$ cat config.mk
export PLATFORM = sky130hd
export DESIGN_NAME = segmented_phase_accumulator
export DESIGN_NICKNAME = d
export VERILOG_FILES = /design/src/rtl/segmented_phase_accumulator.sv
export SDC_FILE = /design/constraint.sdc
export NUM_CORES = 1
export LEC_CHECK = 0
export CAP_MARGIN = 20
export CORE_UTILIZATION = 50
export DETAILED_ROUTE_END_ITERATION = 16
export HOLD_SLACK_MARGIN = 0.15
export PLACE_DENSITY = 0.72
export SLEW_MARGIN = 30
export SYNTH_ARGS = -nofsm -noshare
export SYNTH_HDL_FRONTEND = slang
export SYNTH_SLANG_ARGS = --single-unit
$ cat constraint.sdc
create_clock -name clk -period 3.35 [get_ports clk]
set_input_delay 0.5025 -clock clk [delete_from_list [all_inputs] [get_ports clk]]
set_output_delay 0.5025 -clock clk [all_outputs]
set_load 0.005 [all_outputs]
$ cat src/rtl/segmented_phase_accumulator.sv
// segmented_phase_accumulator
//   WIDTH-bit phase accumulator for the oscillator path. Each accepted sample
//   tick adds the increment register to the phase. The carry chain is
//   evaluated one SEG_BITS-wide segment per clock (NSEG = WIDTH/SEG_BITS
//   clocks per accumulation), so wide accumulators stay short in logic depth.
//   phase_out only changes on the completion edge, never showing partial sums.
//
// Optional feature macro: SEGMENTED_PHASE_ACC_DIR_EN
//   When defined, adds input 'dir' (captured at operation start):
//   0 = increment, 1 = decrement (wrap then flags a borrow).
//
// Ports:
//   clk          system clock, rising edge
//   rst_n        synchronous active-low reset
//   tick         sample strobe, requests one accumulation
//   freq_word    phase increment (unsigned)
//   freq_load    loads freq_word into the increment register
//   phase_reset  synchronous phase clear (hard sync), aborts any operation
//   overrun_clr  clears the sticky overrun flag
//   dir          (optional) direction, see above
//   phase_out    current phase
//   done         one-cycle pulse when phase_out updates
//   wrap         one-cycle pulse, coincident with done, on modular wrap
//   busy         accumulation in progress
//   overrun      sticky: a tick arrived while busy and was dropped
module segmented_phase_accumulator #(
  parameter int WIDTH    = 24,
  parameter int SEG_BITS = 8
) (
  input  logic             clk,
  input  logic             rst_n,
  input  logic             tick,
  input  logic [WIDTH-1:0] freq_word,
  input  logic             freq_load,
  input  logic             phase_reset,
  input  logic             overrun_clr,
`ifdef SEGMENTED_PHASE_ACC_DIR_EN
  input  logic             dir,
`endif
  output logic [WIDTH-1:0] phase_out,
  output logic             done,
  output logic             wrap,
  output logic             busy,
  output logic             overrun
);

  localparam int NSEG   = WIDTH / SEG_BITS;
  localparam int SEG_CW = (NSEG > 1) ? $clog2(NSEG) : 1;

  generate
    if ((WIDTH % SEG_BITS) != 0 || NSEG < 1) begin : g_bad_params
      $error("segmented_phase_accumulator: WIDTH must be a positive multiple of SEG_BITS");
    end
  endgenerate

  typedef enum logic {IDLE, ADD} state_t;

  state_t              state_reg;
  logic [WIDTH-1:0]    inc_reg;       // programmed increment
  logic [WIDTH-1:0]    acc_work_reg;  // phase snapshot at operation start
  logic [WIDTH-1:0]    inc_work_reg;  // increment snapshot at operation start
  logic [WIDTH-1:0]    sum_work_reg;  // segments completed so far
  logic                carry_reg;
  logic                dir_reg;
  logic [SEG_CW-1:0]   seg_cnt_reg;

  logic                dir_in;
  logic [SEG_BITS-1:0] acc_seg_arr [NSEG];
  logic [SEG_BITS-1:0] inc_seg_arr [NSEG];
  logic [SEG_BITS-1:0] acc_seg;
  logic [SEG_BITS-1:0] op_seg;
  logic [SEG_BITS:0]   seg_sum;
  logic [WIDTH-1:0]    result_next;
  logic                seg_is_last;

`ifdef SEGMENTED_PHASE_ACC_DIR_EN
  assign dir_in = dir;
`else
  assign dir_in = 1'b0;
`endif

  // Slice the working words into segments, and merge the current segment's
  // sum into the partial result word.
  generate
    for (genvar gi = 0; gi < NSEG; gi++) begin : g_seg
      assign acc_seg_arr[gi] = acc_work_reg[gi*SEG_BITS +: SEG_BITS];
      assign inc_seg_arr[gi] = inc_work_reg[gi*SEG_BITS +: SEG_BITS];
      assign result_next[gi*SEG_BITS +: SEG_BITS] =
        (seg_cnt_reg == SEG_CW'(gi)) ? seg_sum[SEG_BITS-1:0]
                                     : sum_work_reg[gi*SEG_BITS +: SEG_BITS];
    end
  endgenerate

  // Decrement is two's-complement subtraction: ~increment with carry-in 1,
  // the carry-in being preloaded into carry_reg at operation start.
  assign acc_seg     = acc_seg_arr[seg_cnt_reg];
  assign op_seg      = dir_reg ? ~inc_seg_arr[seg_cnt_reg] : inc_seg_arr[seg_cnt_reg];
  assign seg_sum     = {1'b0, acc_seg} + {1'b0, op_seg} + {{SEG_BITS{1'b0}}, carry_reg};
  assign seg_is_last = (seg_cnt_reg == SEG_CW'(NSEG - 1));

  always_ff @(posedge clk) begin
    if (!rst_n) begin
      state_reg    <= IDLE;
      inc_reg      <= '0;
      acc_work_reg <= '0;
      inc_work_reg <= '0;
      sum_work_reg <= '0;
      carry_reg    <= 1'b0;
      dir_reg      <= 1'b0;
      seg_cnt_reg  <= '0;
      phase_out    <= '0;
      done         <= 1'b0;
      wrap         <= 1'b0;
      busy         <= 1'b0;
      overrun      <= 1'b0;
    end else begin
      done <= 1'b0;
      wrap <= 1'b0;
      if (phase_reset) begin
        // Hard sync: drop the in-flight result; increment and overrun kept.
        phase_out   <= '0;
        state_reg   <= IDLE;
        busy        <= 1'b0;
        carry_reg   <= 1'b0;
        seg_cnt_reg <= '0;
      end else begin
        if (freq_load) begin
          inc_reg <= freq_word;
        end
        // Set wins over clear when both happen at the same edge.
        if (tick && busy) begin
          overrun <= 1'b1;
        end else if (overrun_clr) begin
          overrun <= 1'b0;
        end

        case (state_reg)
          IDLE: begin
            if (tick) begin
              acc_work_reg <= phase_out;
              inc_work_reg <= freq_load ? freq_word : inc_reg;
              dir_reg      <= dir_in;
              carry_reg    <= dir_in;
              seg_cnt_reg  <= '0;
              busy         <= 1'b1;
              state_reg    <= ADD;
            end
          end
          ADD: begin
            sum_work_reg <= result_next;
            carry_reg    <= seg_sum[SEG_BITS];
            if (seg_is_last) begin
              phase_out   <= result_next;
              done        <= 1'b1;
              // Without a final carry a decrement has borrowed below zero.
              wrap        <= seg_sum[SEG_BITS] ^ dir_reg;
              busy        <= 1'b0;
              carry_reg   <= 1'b0;
              seg_cnt_reg <= '0;
              state_reg   <= IDLE;
            end else begin
              seg_cnt_reg <= seg_cnt_reg + 1'b1;
            end
          end
          default: state_reg <= IDLE;
        endcase
      end
    end
  end

endmodule

==> qor.json <==
{
  "run_status": {
    "outcome": "completed"
  },
  "sta": {
    "final-setup-viol-count": 0,
    "finalHoldViolCount": 0,
    "tightestPinTransition_ns": 0.894,
    "totalNegativeSetupSlack_ns": 0,
    "final.min_clock_period_ns": 2.98,
    "worst_slew_margin_rel_pct": 40.4,
    "min_period_over_period_pct": 89.1,
    "fmax_mhz": 335,
    "timing.final.max_slew_violations": 0,
    "grt_setup_unrepaired": "false",
    "fin_worst_skew_ns": 0.0115
  },
  "global_route": {
    "grtUsageTotal_pct": 22.6,
    "grt_start_max_net_pins": 92,
    "number_of_global_route_vias_before_repair": 4062,
    "grt.overflow.total": 0,
    "grt_first_pass_wirelength_microns": 19500,
    "initial_antenna_violation_count": 0
  },
  "synthesis": {
    "post_synth_main_area_contributors": "sky130_fd_sc_hd__dfxtp_1, sky130_fd_sc_hd__nand2_1, sky130_fd_sc_hd__mux2i_1, sky130_fd_sc_hd__a21boi_0, sky130_fd_sc_hd__o211a_1",
    "netlist.top_cell.by_area": "sky130_fd_sc_hd__dfxtp_1",
    "synth.cell_area_sq_um": 5330,
    "async_reset_ff_share_pct": 0,
    "seq_cells_post_synth": 120,
    "synth-warning-count": 0,
    "yosysUniqueCellTypes": 44,
    "mappedNetlistNets": 640,
    "syn_area_per_cell_sq_um": 8.87,
    "synth_cells": 601,
    "yosys_most_used_dff": "sky130_fd_sc_hd__dfxtp_1",
    "synth.top_cell.area_share_pct": 45.0,
    "synth_edf_count": 0,
    "yosysSeqAreaShare_pct": 45.0
  },
  "placed_design": {
    "placer_congestion_estimate": 0.898,
    "hpwlAfterDp_microns": 8030,
    "io_buffer_count": 57
  },
  "layout": {
    "num-nets-final": 679,
    "final_util_pct": 63.4,
    "layout.cells.most_common": "sky130_fd_sc_hd__nand2_1",
    "syn2layout_area_growth_pct": 22.7,
    "post_route_cells_drive_above_1_share_pct": 9.65,
    "antennaDiodeCount": 0,
    "commonest_non_fill_non_tap_cells_in_the_layout": "sky130_fd_sc_hd__nand2_1, sky130_fd_sc_hd__dfxtp_1, sky130_fd_sc_hd__clkdlybuf4s50_1, sky130_fd_sc_hd__a21boi_0, sky130_fd_sc_hd__mux2i_1"
  },
  "drt": {
    "drt_iter0_markers": 217,
    "initial_drt_pass_iterations": 5,
    "ant_nets": 0,
    "totalWireLength_microns": 11900,
    "num_vias": 4237,
    "post_drt_via_cell_ratio": 5.37,
    "post_route_drc": 0,
    "avgRoutedWirePerCell_microns": 15.0
  },
  "floorplanning": {
    "core.rowCount": 37,
    "floorplan.initialDensity_pct": 51.7,
    "pin_count": 58,
    "die_width_microns": 105,
    "fp.dieH_microns": 105,
    "core_region_area_sq_um": 10300,
    "die-area_sq_um": 11100
  },
  "flow_run": {
    "maxCapViolations": 0
  },
  "pwr": {
    "cell_internal_power_dissipation_mw": 2.88,
    "combinationalPowerShare_pct": 6.2,
    "power_per_cell_area_nw_per_um2": 565,
    "vdd_ir_drop_max_mv": 0.279,
    "power.share.sequential_pct": 40.1,
    "p_total_mw": 3.70,
    "power.share.clock_pct": 53.7,
    "p_switching_mw": 0.822,
    "swShare_pct": 22.2,
    "leakagePower_nw": 2.63
  },
  "setup_path": {
    "setup.worst_path.end_class": "flip-flop",
    "cp.arrival_ns": 3.38,
    "worst_ep_required_time_ns": 3.74,
    "start_kind": "flip-flop",
    "criticalPathCategory": "reg2reg",
    "maximum_fanout_count_along_the_critical_path": 9
  },
  "clock_tree": {
    "clock_latency_ns": 0.52,
    "tritoncts": "built",
    "cts.hold.buffers_added": 0,
    "clk_root_buffer_cell": "sky130_fd_sc_hd__clkbuf_8",
    "cts_buffers": 17,
    "clk_pin_slew_ns": 0.06,
    "cts-resized-gates": 0,
    "cts_max_level": 4,
    "post-cts-setup-buffer-count": 0,
    "cts.sinks": 120,
    "cts_max_path_buffers": 2
  },
  "hold_path": {
    "worstHoldPathType": "reg2reg"
  }
}
[power by group through the flow]
stage	Clock (mW)	Sequential (mW)	Combinational (mW)
3_3_place_gp	0	1.52	0.222
3_5_place_dp	0	1.52	0.228
4_1_cts	2.01	1.49	0.230
6_report	1.99	1.49	0.228
5_1_grt	2.08	1.49	0.251
2_1_floorplan	0	1.51	0.159
[critical path, stage by stage, from the launching register on]
cell,delay (ns)
sky130_fd_sc_hd__dfxtp_1,0.42
sky130_fd_sc_hd__buf_4,0.24
sky130_fd_sc_hd__mux2i_1,0.24
sky130_fd_sc_hd__o21ai_0,0.12
sky130_fd_sc_hd__fa_1,0.45
sky130_fd_sc_hd__fa_1,0.43
sky130_fd_sc_hd__a21o_1,0.24
sky130_fd_sc_hd__a221oi_4,0.31
sky130_fd_sc_hd__nor2_2,0.08
sky130_fd_sc_hd__a211oi_2,0.26
sky130_fd_sc_hd__o41ai_2,0.08
[cells in the mapped netlist, types with 4 or more instances]
master and n:
sky130_fd_sc_hd__a21boi_0 46, sky130_fd_sc_hd__a21oi_1 26, sky130_fd_sc_hd__dfxtp_1 120, sky130_fd_sc_hd__o211a_1 26
sky130_fd_sc_hd__buf_2 22, sky130_fd_sc_hd__ha_1 7, sky130_fd_sc_hd__nor2_1 9, sky130_fd_sc_hd__buf_6 4
sky130_fd_sc_hd__nand2_1 186, sky130_fd_sc_hd__o22ai_1 10, sky130_fd_sc_hd__nor2b_1 7, sky130_fd_sc_hd__nand3_1 5
sky130_fd_sc_hd__clkbuf_1 15, sky130_fd_sc_hd__o21ai_0 23, sky130_fd_sc_hd__mux2i_1 44, sky130_fd_sc_hd__buf_4 8
[metal layers]
metal	track usage (%)	wire length [microns]	part of all wire [%]	vias to the layer above
met5	0	0	0	-
met2	36.7	5640	48	90
met3	5.57	406	3.4	18
met4	7.65	216	1.8	0
li1	-	-	-	2115
met1	29.2	5590	47	2014
[area by class of cell]
cell class                      count  area (sq um)
Clock buffer                       18           428
Inverter                            3          11.3
Clock inverter                     14           220
Timing Repair Buffer               69           656
Multi-Input combinational cell    429          2660
Fill cell                         884          3780
Sequential cell                   120          2400
Tap cell                          136           170
[cells by family (layout without fill, tap and decap cells)]
kind of cell    Yosys count  count (layout)  synth area share, %
simple gates            225             225                 18.1
fa+ha+maj                 9               9                 2.39
flops                   120             120                 45.0
buf+inv                  52             104                 5.30
compound gates          146             146                 19.9
mux                      44              44                 8.26
xor+xnor                  5               5                0.962
[per-stage QoR]
step	cell area, sq um	std cells	setup WS (ns)	hold slack (ns)
finish	6540	789	0.365	0.455
CTS	6540	789	0.336	0.457
global placement	5890	757	0.524	0.441
global route	6540	789	0.167	0.469
floorplan	5330	601	0.522	0.429
detailed placement	5890	757	0.407	0.448
[worst paths after layout]
check | from | endpoint | slack, ns | cells past startpoint
worst max-delay path | seg_cnt_reg[0] | carry_reg | 0.37 | 10
worst min-delay path | sum_work_reg[2] | phase_out[2] | 0.45 | 2
worst max register to register | seg_cnt_reg[0] | carry_reg | 0.37 | 10
worst min register to register | sum_work_reg[2] | phase_out[2] | 0.45 | 2
No activity file was read; power rests on OpenSTA's default activity.
==> RTL change 1, RTL diff (same settings) <==
The parameter `SEG_BITS` goes from 8 to 4.
--- a/src/rtl/segmented_phase_accumulator.sv
+++ b/src/rtl/segmented_phase_accumulator.sv
@@ -25,7 +25,7 @@
 //   overrun      sticky: a tick arrived while busy and was dropped
 module segmented_phase_accumulator #(
   parameter int WIDTH    = 24,
-  parameter int SEG_BITS = 8
+  parameter int SEG_BITS = 4
 ) (
   input  logic             clk,
   input  logic             rst_n,
Check against the original RTL: not equivalent (Yosys sat finds a counterexample within 10 cycles, from zero or initial values and one cycle with rst_n low).
==> RTL change 1 against the original RTL <==
- sequential cell count up 5
- wire length up 7.4%
- cell area up 3.4%
- area after synthesis up 5.4%
- non-clock buffer count up 1
- total power down 3.2%
- largest power group unchanged
- worst setup slack worse by 0.074 ns
- clock skew down 0.0039 ns
==> RTL change 1: results (changes against the original RTL) <==
htree_levels: 4  # unchanged
ir_drop_uv: 347  # +24%
drtPass1Iterations: 5  # unchanged
grt_pass1_wl_um: 20900  # +7.1%
power_leakage_nw: 2.73  # +3.6%
final.setup_skew_ns: 0.00767  # -0.00386 ns
fin_nets: 680  # +0.15%
post-dp-hpwl_um: 8540  # +6.4%
gp_congestion: 0.829  # -7.7%
clockBufferDepth: 2  # unchanged
drtIter0Drc: 215  # -0.92%
critPathKind: "reg2reg"
synthTopCellsByArea: "dfxtp_1 (45%), nand2_1 (12%), mux2i_1 (8.9%)"
synthArstFlopShare: 0  # unchanged
synthTopCellsByCount: "nand2_1 (176), dfxtp_1 (125), mux2i_1 (50)"
grt_pass1_vias: 4071  # +0.22%
worst-r2r-cell-count: 9  # -1
worst_ep_arrival_time_ns: 3.45  # +0.07 ns
slowest_delay_ns: 0.53  # +0.08 ns
rr_endpoint: "phase_out[15]"
avgRoutedWirePerCell_um: 16.0  # +6.4%
ys_types: 47  # +6.8%
num-fill-cells: 900  # +1.8%
status: "completed"
io_buffers: 57  # unchanged
ys_seq_area_frac: 0.445  # -0.00545
max-slew-margin-rel: 0.583  # +0.179
yosys_warnings: 0  # unchanged
antenna_found_initial: 0  # unchanged
crit_path_max_fanout: 7  # -2
rrSetupSlack_ns: 0.29  # -0.07 ns
grt_max_degree: 69  # -25%
grt_usage: 0.235  # +0.00928
slowest_stage: "dfxtp_1"
drive_gt1_frac: 0.104  # +0.00718
syn-num-nets: 643  # +0.47%
clk_latency_ns: 0.52  # about the same
vias: 4325  # +2.1%
[RTL change 1: changes by cell type after synthesis, moves of 6 or more]
cell     delta
a21oi_1    -14
mux2i_1     +6
mux4_2      +8
nand2_1    -10
nor2b_1     +7
o21ai_0     -7
o21ai_2     +8
[RTL change 1: report_power, final]
group / switching (mW) / total [mW] / internal, mW / leakage, nW
logic: 0.124 / 0.232 / 0.108 / 1.43
registers: 0.0215 / 1.54 / 1.52 / 1.01
clock network: 0.640 / 1.81 / 1.17 / 0.279
[RTL change 1: cells by family (layout without fill, tap and decap cells)]
logic type / count (synthesis) / in the layout / synth area share
simple gates: 224 / 224 / 0.179
compound gates: 131 / 131 / 0.176
flops: 125 / 125 / 0.445
buf+inv: 61 / 110 / 0.0585
mux: 58 / 58 / 0.121
fa+ha+maj: 6 / 6 / 0.0160
xor+xnor: 2 / 2 / 0.00445
[RTL change 1: repair_timing]
action,in CTS,in global routing
setup endpoints to repair,0,1
gates resized for setup,0,1
hold endpoints to repair,0,0
[RTL change 1: stage by stage]
| stage | worst slack [ns] | instance area [µm²] | std cells |
|---|---|---|---|
| after global routing | 0.0323 | 6770 | 796 |
| after detailed placement | 0.278 | 6190 | 765 |
| after floorplan | 0.659 | 5620 | 607 |
| after CTS | 0.274 | 6760 | 796 |
| final | 0.291 | 6770 | 796 |
| after global placement | 0.361 | 6190 | 765 |
[RTL change 1: cell type report]
| type | count | share of cell area |
|---|---|---|
| Sequential cell | 125 | 0.370 |
| Inverter | 9 | 0.00536 |
| Clock buffer | 24 | 0.0680 |
| Clock inverter | 7 | 0.0166 |
| Multi-Input combinational cell | 421 | 0.415 |
| Timing Repair Buffer | 70 | 0.0998 |
| Tap cell | 140 | 0.0259 |
[RTL change 1: worst min-delay path by stage]
| stage | from | to | slack, ns |
|---|---|---|---|
| global placement | sum_work_reg[16] | phase_out[16] | 0.44 |
| CTS | inc_reg[5] | inc_reg[5] | 0.45 |
| global route | inc_reg[5] | inc_reg[5] | 0.46 |
| detailed placement | inc_reg[5] | inc_reg[5] | 0.44 |
| floorplan | sum_work_reg[16] | phase_out[16] | 0.43 |
| finish | inc_reg[5] | inc_reg[5] | 0.45 |
[RTL change 1: routing by layer]
layer	vias up	GRT usage	wire [µm]
met5	-	0	0
met4	0	0.0871	221
met3	20	0.0494	609
met2	108	0.364	6000
met1	2065	0.322	5900
li1	2132	-	-
[RTL change 1: worst min-delay path: stages (launching register included)]
cell and delay [ns]:
dfxtp_1 0.31, nand2_1 0.05, a21boi_1 0.05
==> RTL change 2, RTL diff (same flow settings) <==
Without the edit above. Make the reset (`rst_n`) asynchronous in one clocked block. Comments in the files are not updated.
--- a/src/rtl/segmented_phase_accumulator.sv
+++ b/src/rtl/segmented_phase_accumulator.sv
@@ -98,7 +98,7 @@
   assign seg_sum     = {1'b0, acc_seg} + {1'b0, op_seg} + {{SEG_BITS{1'b0}}, carry_reg};
   assign seg_is_last = (seg_cnt_reg == SEG_CW'(NSEG - 1));
 
-  always_ff @(posedge clk) begin
+  always_ff @(posedge clk or negedge rst_n) begin
     if (!rst_n) begin
       state_reg    <= IDLE;
       inc_reg      <= '0;
Formal check against the unedited RTL: differs if rst_n is asserted again (counterexample within 4 cycles, from zero or initial values and one cycle with rst_n low); with rst_n held inactive, the same outputs for 4 cycles.
==> RTL change 2 against the original RTL <==
- non-clock buffer count rose by 1
- wire length fell by 10%
- area after synthesis barely moved
- worst setup slack improved by 0.26 ns
- synthesized cell count fell by 26%
- global-route usage fell by 1.0 points
- cell area rose by 1.1%
- sequential cell count did not move
- largest cell class is now flip-flops and latches
- hold slack improved by 0.028 ns
- highest routed layer unchanged
- critical endpoint is now sum_work_reg[7]
Power is not compared: it rests on default switching activity, and its combinational part moved more than twofold at a synthesized area within 25%.
==> RTL change 2: results (changes against the original RTL) <==
ys_seq_area_frac: 0.564  # +0.113
worstHoldPathType: "reg2reg"
drive_gt1_frac: 0.202  # +0.105
hold-path-endpoint: "sum_work_reg[1]"
drtIter0Drc: 169  # -22%
antenna_found_initial: 0  # unchanged
worst_slew_pin_slew_ns: 0.677  # -0.217 ns
post-dp-hpwl_um: 7280  # -9.4%
gp_congestion: 0.870  # -3.1%
ys_types: 35  # -20%
synthTopCellsByArea: "dfrtp_1 (56%), mux2_2 (11%), mux2i_1 (7.5%)"
cts_root_buf: "clkbuf_8"
r2r-start: "seg_cnt_reg[0]"
hold_ws_ns: 0.483  # +0.0280 ns
yosysTopAreaCell: "dfrtp_1"
fin_cells: 656  # -17%
grt_pass1_vias: 3564  # -12%
cts_hold_buf: 1  # +1
dpl.cell_count: 623  # -18%
final.setup_skew_ns: 0.00711  # -0.00442 ns
worst_ep_arrival_time_ns: 3.11  # -0.27 ns
diodes: 0  # unchanged
vias_per_cell: 5.43  # +1.2%
synth.avg_cell_area_um2: 11.9  # +34%
yosys_warnings: 0  # unchanged
min_from: "sum_work_reg[1]"
totalWireLength_um: 10600  # -10%
rr_endpoint: "sum_work_reg[7]"
fin_nets: 546  # -20%
grt_usage: 0.215  # -0.0104
status: "completed"
num-fill-cells: 816  # -7.7%
crit_path_max_fanout: 12  # +3
post-cts-setup-buffers: 0  # unchanged
io_buffers: 57  # unchanged
syn-num-nets: 486  # -24%
grt_max_degree: 69  # -25%
power_leakage_nw: 2.97
htree_levels: 4  # unchanged
rrSetupSlack_ns: 0.62  # +0.26 ns
grt_pass1_wl_um: 17900  # -8.2%
synthArstFlopShare: 1.00  # +1.00
synthTopCellsByCount: "dfrtp_1 (120), mux2_2 (54), mux2i_1 (40), nand2_1 (40), nor2_1 (36)"
cts_resized: 0  # unchanged
clockBufferDepth: 2  # unchanged
drtPass1Iterations: 4  # -1
ir_drop_uv: 435
holdPathStages: 2  # unchanged
worst-r2r-cell-count: 11  # +1
switchingPower_mw: 1.04
numCtsBuffers: 17  # unchanged
clk_latency_ns: 0.52  # about the same
clk_pin_slew_ns: 0.06  # about the same
-- RTL change 2: worst max path at each step --
stage	start	cells past startpoint	to	slack (ns)
final	seg_cnt_reg[0]	11	sum_work_reg[7]	0.62
after global routing	seg_cnt_reg[0]	10	phase_out[23]	0.39
after CTS	seg_cnt_reg[0]	11	sum_work_reg[6]	0.62
after detailed placement	seg_cnt_reg[0]	11	sum_work_reg[6]	0.64
after global placement	seg_cnt_reg[0]	11	sum_work_reg[7]	0.71
after floorplan	seg_cnt_reg[0]	11	sum_work_reg[14]	0.82
-- RTL change 2: power groups by stage --
stage               registers (mW)  logic [mW]  clock network, mW
floorplan                     1.76       0.396                  0
detailed placement            1.81       0.555                  0
global placement              1.80       0.534                  0
global route                  1.80       0.625               1.86
finish                        1.78       0.552               1.75
CTS                           1.78       0.560               1.78
-- RTL change 2: cell families (layout without fill, tap and decap cells) --
group	Yosys count	count (layout)	synth area share
AOI/OAI and AO/OA	99	99	0.114
xor gates and xnor gates	4	4	0.00658
adders and majority gates	9	9	0.0240
buffers and inverters	34	107	0.0329
DFF	120	120	0.564
muxes	94	94	0.189
and+or+nand+nor	87	87	0.0698
-- RTL change 2: final cells by class --
cell class	count	area share
clock inverters	11	0.0185
flip-flops and latches	120	0.454
well taps	136	0.0257
clock buffers	21	0.0694
inverters	5	0.00284
repair buffers	70	0.103
multi-input cells	293	0.326
-- RTL change 2: worst max-delay path, cell delays in order (launching register included) --
cell and delay, ns:
dfrtp_1 0.37, buf_4 0.23, mux2i_1 0.22, nor2_1 0.06
a21oi_1 0.26, inv_1 0.08, ha_1 0.29, a211oi_1 0.32
o211ai_1 0.16, nand2_1 0.10, xor2_1 0.35, o21ai_0 0.15
-- RTL change 2: metal layers --
layer,track usage,up-vias,share of wire
li1,-,1694,-
met4,0.0926,0,0.016
met2,0.324,93,0.47
met5,0,-,0
met1,0.290,1761,0.47
met3,0.0637,16,0.042
-- RTL change 2: stage by stage --
step	area (µm²)	total power [mW]	setup slack, ns
floorplan	5330	2.16	0.815
finish	6610	4.09	0.623
global route	6610	4.29	0.392
CTS	6610	4.13	0.624
global placement	6020	2.33	0.715
detailed placement	6020	2.36	0.643
